File: config.mk
export PLATFORM = sky130hd
export DESIGN_NAME = snn_infer_sched_flat
export DESIGN_NICKNAME = d
export VERILOG_FILES = /design/src/rtl/snn_infer_sched_pkg.sv /design/src/rtl/snn_infer_sched_if.sv /design/src/rtl/snn_infer_sched_spike_counter_bank.sv /design/src/rtl/snn_infer_sched.sv /design/src/flat_wrapper.sv
export SDC_FILE = /design/constraint.sdc
export NUM_CORES = 1
export LEC_CHECK = 0
export ABC_AREA = 1
export BUFFER_PORTS_ARGS = -buffer_cell sky130_fd_sc_hd__buf_4
export CAP_MARGIN = 20
export CORE_MARGIN = 2
export CORE_UTILIZATION = 65
export DETAILED_ROUTE_END_ITERATION = 16
export PLACE_DENSITY_LB_ADDON = 0.25
export SLEW_MARGIN = 20
export SYNTH_ARGS = -nofsm -noshare
export SYNTH_HDL_FRONTEND = slang
export SYNTH_SLANG_ARGS = --single-unit
File: constraint.sdc
create_clock -name clk -period 6.2 [get_ports clk]
set_clock_uncertainty 0.05 [all_clocks]
set_input_delay 0.62 -clock clk [delete_from_list [all_inputs] [get_ports clk]]
set_output_delay 0.62 -clock clk [all_outputs]
set_load 0.05 [all_outputs]
File: src/rtl/snn_infer_sched_pkg.sv
// Shared constants and FSM encoding for the frame-level SNN inference scheduler.
package snn_infer_sched_pkg;
  localparam int NUM_OUTPUTS     = 10;
  localparam int PIXEL_BITS      = 8;
  localparam int TS_W            = 8;
  localparam int SPIKE_CNT_W     = 8;
  localparam int SCHED_DRAIN_CYC = 40;
  localparam int SHIFT_W         = $clog2(PIXEL_BITS);
  localparam int ID_W            = 4;
  localparam int QUIET_W         = $clog2(SCHED_DRAIN_CYC + 1);

  typedef enum logic [2:0] {
    S_IDLE, S_CLEAR, S_REQ, S_DRAIN, S_ARGMAX, S_DONE
  } sched_state_e;
endpackage

File: src/rtl/snn_infer_sched_if.sv
// Scheduler bus: host control/results, CIM handshake and output-FIFO snoop.
interface snn_infer_sched_if;
  import snn_infer_sched_pkg::*;
  logic                   i_start;
  logic                   i_abort;
  logic [TS_W-1:0]        i_timesteps;
  logic                   o_busy;
  logic                   o_done;
  logic                   o_soft_reset_pulse;
  logic                   o_cim_req;
  logic                   i_cim_ack;
  logic [SHIFT_W-1:0]     o_bitplane_shift;
  logic                   i_spike_push;
  logic [ID_W-1:0]        i_spike_id;
  logic [ID_W-1:0]        o_pred_class;
  logic [SPIKE_CNT_W-1:0] o_pred_count;
  logic                   o_pred_valid;

  modport master (
    input  i_start, i_abort, i_timesteps, i_cim_ack, i_spike_push, i_spike_id,
    output o_busy, o_done, o_soft_reset_pulse, o_cim_req, o_bitplane_shift,
           o_pred_class, o_pred_count, o_pred_valid
  );
  modport slave (
    output i_start, i_abort, i_timesteps, i_cim_ack, i_spike_push, i_spike_id,
    input  o_busy, o_done, o_soft_reset_pulse, o_cim_req, o_bitplane_shift,
           o_pred_class, o_pred_count, o_pred_valid
  );
endinterface

File: src/rtl/snn_infer_sched_spike_counter_bank.sv
// Per-neuron saturating spike counters with synchronous clear and indexed read.
module snn_infer_sched_spike_counter_bank
  import snn_infer_sched_pkg::*;
(
  input  logic                   i_clk,
  input  logic                   i_rst,
  input  logic                   i_clr,
  input  logic                   i_inc,
  input  logic [ID_W-1:0]        i_inc_id,
  input  logic [ID_W-1:0]        i_rd_idx,
  output logic [SPIKE_CNT_W-1:0] o_rd_cnt
);
  logic [NUM_OUTPUTS-1:0][SPIKE_CNT_W-1:0] r_cnt;

  // Ids at or above NUM_OUTPUTS match no counter and are dropped.
  always_ff @(posedge i_clk or posedge i_rst) begin
    if (i_rst) begin
      r_cnt <= '0;
    end else if (i_clr) begin
      r_cnt <= '0;
    end else begin
      for (int i = 0; i < NUM_OUTPUTS; i++)
        if (i_inc && i_inc_id == ID_W'(i) && r_cnt[i] != '1)
          r_cnt[i] <= r_cnt[i] + 1'b1;
    end
  end

  always_comb begin
    o_rd_cnt = '0;
    for (int i = 0; i < NUM_OUTPUTS; i++)
      if (i_rd_idx == ID_W'(i)) o_rd_cnt = r_cnt[i];
  end
endmodule

File: src/rtl/snn_infer_sched.sv
// Inference scheduler: clear, T x bit-plane CIM stepping, drain, argmax.
module snn_infer_sched
  import snn_infer_sched_pkg::*;
(
  input  logic              clk,
  input  logic              rst,
  snn_infer_sched_if.master bus
);
  sched_state_e           r_state, w_next;
  logic [TS_W-1:0]        r_ts, r_ts_idx;
  logic [SHIFT_W-1:0]     r_shift;
  logic [QUIET_W-1:0]     r_quiet;
  logic [ID_W-1:0]        r_scan, r_best_idx, r_pred_class;
  logic [SPIKE_CNT_W-1:0] r_best_cnt, r_pred_count, w_rd_cnt;
  logic                   r_pred_valid;
  logic w_start_acc, w_abort, w_ack, w_last_plane, w_last_ts;
  logic w_scan_last, w_better, w_quiet_done, w_count_en;

  assign w_start_acc  = (r_state == S_IDLE) && bus.i_start;
  assign w_abort      = (r_state != S_IDLE) && bus.i_abort;
  // An ack colliding with abort is discarded.
  assign w_ack        = (r_state == S_REQ) && bus.i_cim_ack && !bus.i_abort;
  assign w_last_plane = (r_shift == '0);
  assign w_last_ts    = ({1'b0, r_ts_idx} + 1'b1) == {1'b0, r_ts};
  assign w_scan_last  = (r_scan == ID_W'(NUM_OUTPUTS - 1));
  assign w_better     = (w_rd_cnt > r_best_cnt);
  assign w_quiet_done = !bus.i_spike_push && (r_quiet == QUIET_W'(SCHED_DRAIN_CYC - 1));
  assign w_count_en   = (r_state == S_CLEAR) || (r_state == S_REQ) || (r_state == S_DRAIN);

  always_comb begin
    w_next                 = r_state;
    bus.o_busy             = (r_state != S_IDLE);
    bus.o_done             = (r_state == S_DONE);
    bus.o_soft_reset_pulse = (r_state == S_CLEAR);
    bus.o_cim_req          = (r_state == S_REQ);
    case (r_state)
      S_IDLE:   if (bus.i_start) w_next = S_CLEAR;
      S_CLEAR:  w_next = (r_ts == '0) ? S_DRAIN : S_REQ;
      S_REQ:    if (w_ack && w_last_plane && w_last_ts) w_next = S_DRAIN;
      S_DRAIN:  if (w_quiet_done) w_next = S_ARGMAX;
      S_ARGMAX: if (w_scan_last) w_next = S_DONE;
      S_DONE:   w_next = S_IDLE;
      default:  w_next = S_IDLE;
    endcase
    if (w_abort) w_next = S_IDLE;
  end

  always_ff @(posedge clk or posedge rst) begin
    if (rst) begin
      r_state      <= S_IDLE;
      r_ts         <= '0;
      r_ts_idx     <= '0;
      r_shift      <= SHIFT_W'(PIXEL_BITS - 1);
      r_quiet      <= '0;
      r_scan       <= '0;
      r_best_idx   <= '0;
      r_best_cnt   <= '0;
      r_pred_class <= '0;
      r_pred_count <= '0;
      r_pred_valid <= 1'b0;
    end else begin
      r_state <= w_next;
      if (w_start_acc) begin
        r_ts         <= bus.i_timesteps;
        r_ts_idx     <= '0;
        r_shift      <= SHIFT_W'(PIXEL_BITS - 1);
        r_pred_valid <= 1'b0;
      end
      if (w_ack) begin
        if (!w_last_plane) begin
          r_shift <= r_shift - 1'b1;
        end else if (!w_last_ts) begin
          r_ts_idx <= r_ts_idx + 1'b1;
          r_shift  <= SHIFT_W'(PIXEL_BITS - 1);
        end
      end
      r_quiet <= (r_state == S_DRAIN && !bus.i_spike_push) ? r_quiet + 1'b1 : '0;
      // Strictly-greater replace keeps ties on the lowest index.
      if (r_state == S_ARGMAX && !w_abort) begin
        r_scan <= r_scan + 1'b1;
        if (w_better) begin
          r_best_idx <= r_scan;
          r_best_cnt <= w_rd_cnt;
        end
        if (w_scan_last) begin
          r_pred_class <= w_better ? r_scan : r_best_idx;
          r_pred_count <= w_better ? w_rd_cnt : r_best_cnt;
          r_pred_valid <= 1'b1;
        end
      end else begin
        r_scan     <= '0;
        r_best_idx <= '0;
        r_best_cnt <= '0;
      end
    end
  end

  snn_infer_sched_spike_counter_bank u_cnt (
    .i_clk    (clk),
    .i_rst    (rst),
    .i_clr    (w_start_acc),
    .i_inc    (w_count_en && bus.i_spike_push),
    .i_inc_id (bus.i_spike_id),
    .i_rd_idx (r_scan),
    .o_rd_cnt (w_rd_cnt)
  );

  assign bus.o_bitplane_shift = r_shift;
  assign bus.o_pred_class     = r_pred_class;
  assign bus.o_pred_count     = r_pred_count;
  assign bus.o_pred_valid     = r_pred_valid;
endmodule

File: src/flat_wrapper.sv
// flat-port wrapper written by rule: the top's interface ports become plain ports
module snn_infer_sched_flat import snn_infer_sched_pkg::*;
  (clk, rst, bus_i_start, bus_i_abort, bus_i_timesteps, bus_i_cim_ack, bus_i_spike_push, bus_i_spike_id, bus_o_busy, bus_o_done, bus_o_soft_reset_pulse, bus_o_cim_req, bus_o_bitplane_shift, bus_o_pred_class, bus_o_pred_count, bus_o_pred_valid);
  snn_infer_sched_if bus_i ();
  input  logic clk;
  input  logic rst;
  input wire logic [$bits(bus_i.i_start)-1:0] bus_i_start;
  input wire logic [$bits(bus_i.i_abort)-1:0] bus_i_abort;
  input wire logic [$bits(bus_i.i_timesteps)-1:0] bus_i_timesteps;
  input wire logic [$bits(bus_i.i_cim_ack)-1:0] bus_i_cim_ack;
  input wire logic [$bits(bus_i.i_spike_push)-1:0] bus_i_spike_push;
  input wire logic [$bits(bus_i.i_spike_id)-1:0] bus_i_spike_id;
  output wire logic [$bits(bus_i.o_busy)-1:0] bus_o_busy;
  output wire logic [$bits(bus_i.o_done)-1:0] bus_o_done;
  output wire logic [$bits(bus_i.o_soft_reset_pulse)-1:0] bus_o_soft_reset_pulse;
  output wire logic [$bits(bus_i.o_cim_req)-1:0] bus_o_cim_req;
  output wire logic [$bits(bus_i.o_bitplane_shift)-1:0] bus_o_bitplane_shift;
  output wire logic [$bits(bus_i.o_pred_class)-1:0] bus_o_pred_class;
  output wire logic [$bits(bus_i.o_pred_count)-1:0] bus_o_pred_count;
  output wire logic [$bits(bus_i.o_pred_valid)-1:0] bus_o_pred_valid;
  assign bus_i.i_start = bus_i_start;
  assign bus_i.i_abort = bus_i_abort;
  assign bus_i.i_timesteps = bus_i_timesteps;
  assign bus_i.i_cim_ack = bus_i_cim_ack;
  assign bus_i.i_spike_push = bus_i_spike_push;
  assign bus_i.i_spike_id = bus_i_spike_id;
  assign bus_o_busy = bus_i.o_busy;
  assign bus_o_done = bus_i.o_done;
  assign bus_o_soft_reset_pulse = bus_i.o_soft_reset_pulse;
  assign bus_o_cim_req = bus_i.o_cim_req;
  assign bus_o_bitplane_shift = bus_i.o_bitplane_shift;
  assign bus_o_pred_class = bus_i.o_pred_class;
  assign bus_o_pred_count = bus_i.o_pred_count;
  assign bus_o_pred_valid = bus_i.o_pred_valid;
  snn_infer_sched u_core (.clk(clk), .rst(rst), .bus(bus_i));
endmodule
==> results.tsv <==
stage	metric	value	unit
status	status	complete, no violations	
route	drc	0	
yosys	synth_nets	1196	
clock_network	clockRootBuffer	clkbuf_16	
timing	final_hold_viol_count	0	
cells_and_area	ff_latch_area	3430	sq um
route	drt-total-wl	19800	um
setup_path	startpoint_type	register	
yosys	synthXorXnorAreaFrac	0.792	%
setup_path	startpoint	u_core.r_scan[2]	
clock_network	tritoncts	yes	
die	die_w	118	um
yosys	synth_area	8380	sq um
clock_network	ctsLongestPathBuffers	2	
cells_and_area	syn2layout_area_growth	13.1	%
setup_path	rr_worst_depth	20	
yosys	ys_seq_area_share	41.0	%
cells_and_area	fillCellCount	968	
clock_network	clk_latency	440	ps
clock_network	cts_buffers	17	
timing	report.final.slew_viol_count	0	
setup_path	endpoint_kind	register	
placement	port_buffers	37	
cells_and_area	mostFrequentLayoutCells	280 x nand2_1, 178 x inv_1, 134 x dfrtp_1, 120 x nand3_1, 79 x nor2_1	
timing	rsz0062_at_grt	no	
yosys	yosysWarnings	0	
setup_path	reg2reg_slack	2150	ps
yosys	synth_cell_types	49	
yosys	syn_area_per_cell	7.27	sq um
yosys	yosys.area_share.simple	32.5	%
power_and_ir_drop	p_leak	4.61	nW
cells_and_area	nNetsFinal	1232	
yosys	synthAdderAreaFrac	3.88	%
clock_network	post_cts_buffers	0	
power_and_ir_drop	pwr_density_cell	304	nW/um^2
clock_network	clk_pin_slew	60	ps
clock_network	ctsResizeCount	0	
cells_and_area	final_common_cell	nand2_1	
yosys	synth_cells	1152	
timing	fin_tns_setup	0	ps
die	die_area	13800	sq um
placement	pre_cts_slack	2360	ps
route	drtIter0Drc	696	
clock_network	cts_hold_buf	0	
cells_and_area	fin_cells	1373	
global_route	grt_max_degree	80	
global_route	antenna_found_initial	0	
yosys	synth_seq_cells	137	
setup_path	crit_required	6480	ps
timing	slew_headroom	34.5	%
global_route	overflow	0	
die	ios	38	
route	dr.pass1.iters	7	
clock_network	cts.sinks	137	
yosys	synth_compound_area_share	11.3	%
setup_path	path_cells	nor2_4 -> nand2_1 -> nand3_1 -> nand2_1 -> nand2_1 -> nand2_1 -> nand2_1 -> nand3_1 -> nand3_1 -> nand2_1 -> inv_1 -> ha_1 -> a21oi_1 -> o21ai_0 -> a21o_1 -> nand2_1 -> inv_1 -> or2_2 -> nand3_1 -> nand2_1	
timing	tightest_slew	979	ps
global_route	grt_pass1_vias	7235	
setup_path	critPathArrivalTime	4320	ps
route	wl_per_cell	14.4	um
cells_and_area	num_antenna_cells	0	
die	die_y	118	um
setup_path	crit_top_cell	nand2_1	
timing	fin_crit_sh	65.3	%
route	vias	7695	
route	via_per_inst	5.60	
die	core	12600	sq um
yosys	muxShareOfSynthArea	0.119	%
setup_path	critPathMaxFanout	28	
run	maxCapViolCount	0	
setup_path	crit_end	u_core.bus.o_pred_count[0]	
yosys	synth_top_family_by_area	simple AND/OR/NAND/NOR gates	
setup_path	r2r_start	u_core.r_scan[2]	
yosys	synth-main-ff-cell	dfrtp_1	
die	rows	41	
placement	routabilityCongestion	0.946	
global_route	track_usage	30.0	%
setup_path	crit_slowest_cell	dfrtp_1	
setup_path	r2r_end	u_core.bus.o_pred_count[0]	
route	ant_nets	0	
placement	place_hpwl	13600	um
setup_path	worstSetupPathType	reg -> reg	
timing	setup-violations-final	0	
timing	max_freq	247	MHz
timing	setup_ws	2150	ps
setup_path	slowest_delay	540	ps
yosys	async_flop_share	100	%
global_route	grt_first_pass_wirelength	33800	um
clock_network	htreeDepth	4	
timing	min_period	4050	ps
min_path	hp-class	in -> async	
cells_and_area	drive_above_1_share	11.6	%
die	start_util	66.4	%
cells_and_area	multiInputGateArea	4080	sq um
yosys	synth-edff-count	0	
power_and_ir_drop	ir_worst_vdd	327	uV
placement	dp_cells	1340	
==> critical path, delay by kind of cell (launching register included) <==
kind,cells,cell delay [ps]
flip-flops,1,540
AO/OA/AOI/OAI,3,490
adder cells (fa/ha/maj),1,230
buffers and inverters,2,320
AND/OR/NAND/NOR,14,2310
==> cell type report <==
class / count / share of cell area (%)
clock inverters: 11 / 2.28
repair buffers: 40 / 3.38
well taps: 172 / 2.27
flip-flops and latches: 137 / 36.2
clock buffers: 21 / 4.96
multi-input cells: 795 / 43.0
inverters: 197 / 7.88
==> state kept, by name, summed over array words and instances (netlist names) <==
name                         cells
u_core.bus.o_pred_count          8
u_core.r_scan                    4
u_core.bus.o_bitplane_shift      3
u_core.r_ts_idx                  8
u_core.r_state                   3
u_core.bus.o_pred_valid          1
u_core.bus.o_pred_class          4
u_core.r_quiet                   6
u_core.r_ts                      8
u_core.r_best_cnt                8
u_core.r_best_idx                4
u_core.u_cnt.r_cnt              80
==> cell families (layout without fill, tap and decap cells) <==
kind of cell    after synthesis  after routing
compound gates              180            180
xor+xnor                      6              6
fa+ha+maj                    26             26
buf+inv                     220            269
flops                       137            137
mux                           1              1
simple gates                582            582
==> worst min-delay path by stage <==
stage	start	endpoint	slack, ps	depth (start not counted)
floorplan	u_core.r_quiet[0]	u_core.r_quiet[0]	380	1
global placement	u_core.r_quiet[0]	u_core.r_quiet[0]	400	1
detailed placement	u_core.r_quiet[0]	u_core.r_quiet[0]	400	1
CTS	rst	u_core.r_quiet[3]	210	2
global route	rst	u_core.r_quiet[4]	230	2
finish	rst	u_core.r_quiet[3]	170	2
==> through the flow <==
stage,hold WS [ps],util (%),total power [mW],area [sq um]
4_1_cts,206,74.9,2.88,9450
3_3_place_gp,402,69.4,1.69,8760
5_1_grt,232,75.1,3.02,9480
6_report,170,75.1,2.88,9480
3_5_place_dp,402,69.4,1.70,8760
2_1_floorplan,382,-,1.54,8380
==> per-layer routing <==
layer	GRT usage (%)	wire length, um	share of wire (%)	vias up
met2	47.7	9210	47	242
li1	-	-	-	3786
met1	40.4	8890	45	3608
met4	12.0	582	2.9	0
met5	0	0	0	-
met3	6.69	1110	5.6	59
==> report_power, final <==
part	switching, mW	leakage (nW)	total, mW	internal (mW)
clock	0.397	0.326	1.18	0.786
combinational	0.481	2.41	0.664	0.183
sequential	0.0660	1.87	1.04	0.971
==> synth_stat cells (2+ instances only) <==
cell type | instances | area (sq um)
nor2_4 | 4 | 45.0
nor3_4 | 3 | 48.8
a21o_1 | 3 | 22.5
nor2_2 | 10 | 62.6
a21oi_1 | 62 | 310
nand2_1 | 280 | 1050
clkinv_1 | 2 | 7.51
a31oi_1 | 2 | 12.5
o21ai_0 | 75 | 375
or2_1 | 2 | 12.5
and3_1 | 5 | 31.3
buf_6 | 3 | 33.8
buf_4 | 2 | 15.0
clkbuf_1 | 9 | 33.8
dfstp_2 | 3 | 78.8
nor3_2 | 11 | 110
o21ai_1 | 24 | 120
a21oi_2 | 2 | 17.5
ha_1 | 26 | 325
nor3_1 | 28 | 140
o21a_1 | 7 | 52.6
o21bai_1 | 2 | 15.0
nand2_2 | 5 | 31.3
buf_2 | 8 | 40.0
nand3_1 | 120 | 601
or2_2 | 2 | 12.5
inv_1 | 179 | 672
nand3_2 | 5 | 50.1
xor2_1 | 4 | 35.0
nor4_1 | 4 | 25.0
inv_2 | 15 | 56.3
dfrtp_1 | 134 | 3350
nand4_1 | 16 | 100
nand2_4 | 2 | 22.5
nor2_1 | 79 | 297
No activity file was read; power rests on OpenSTA's default activity.
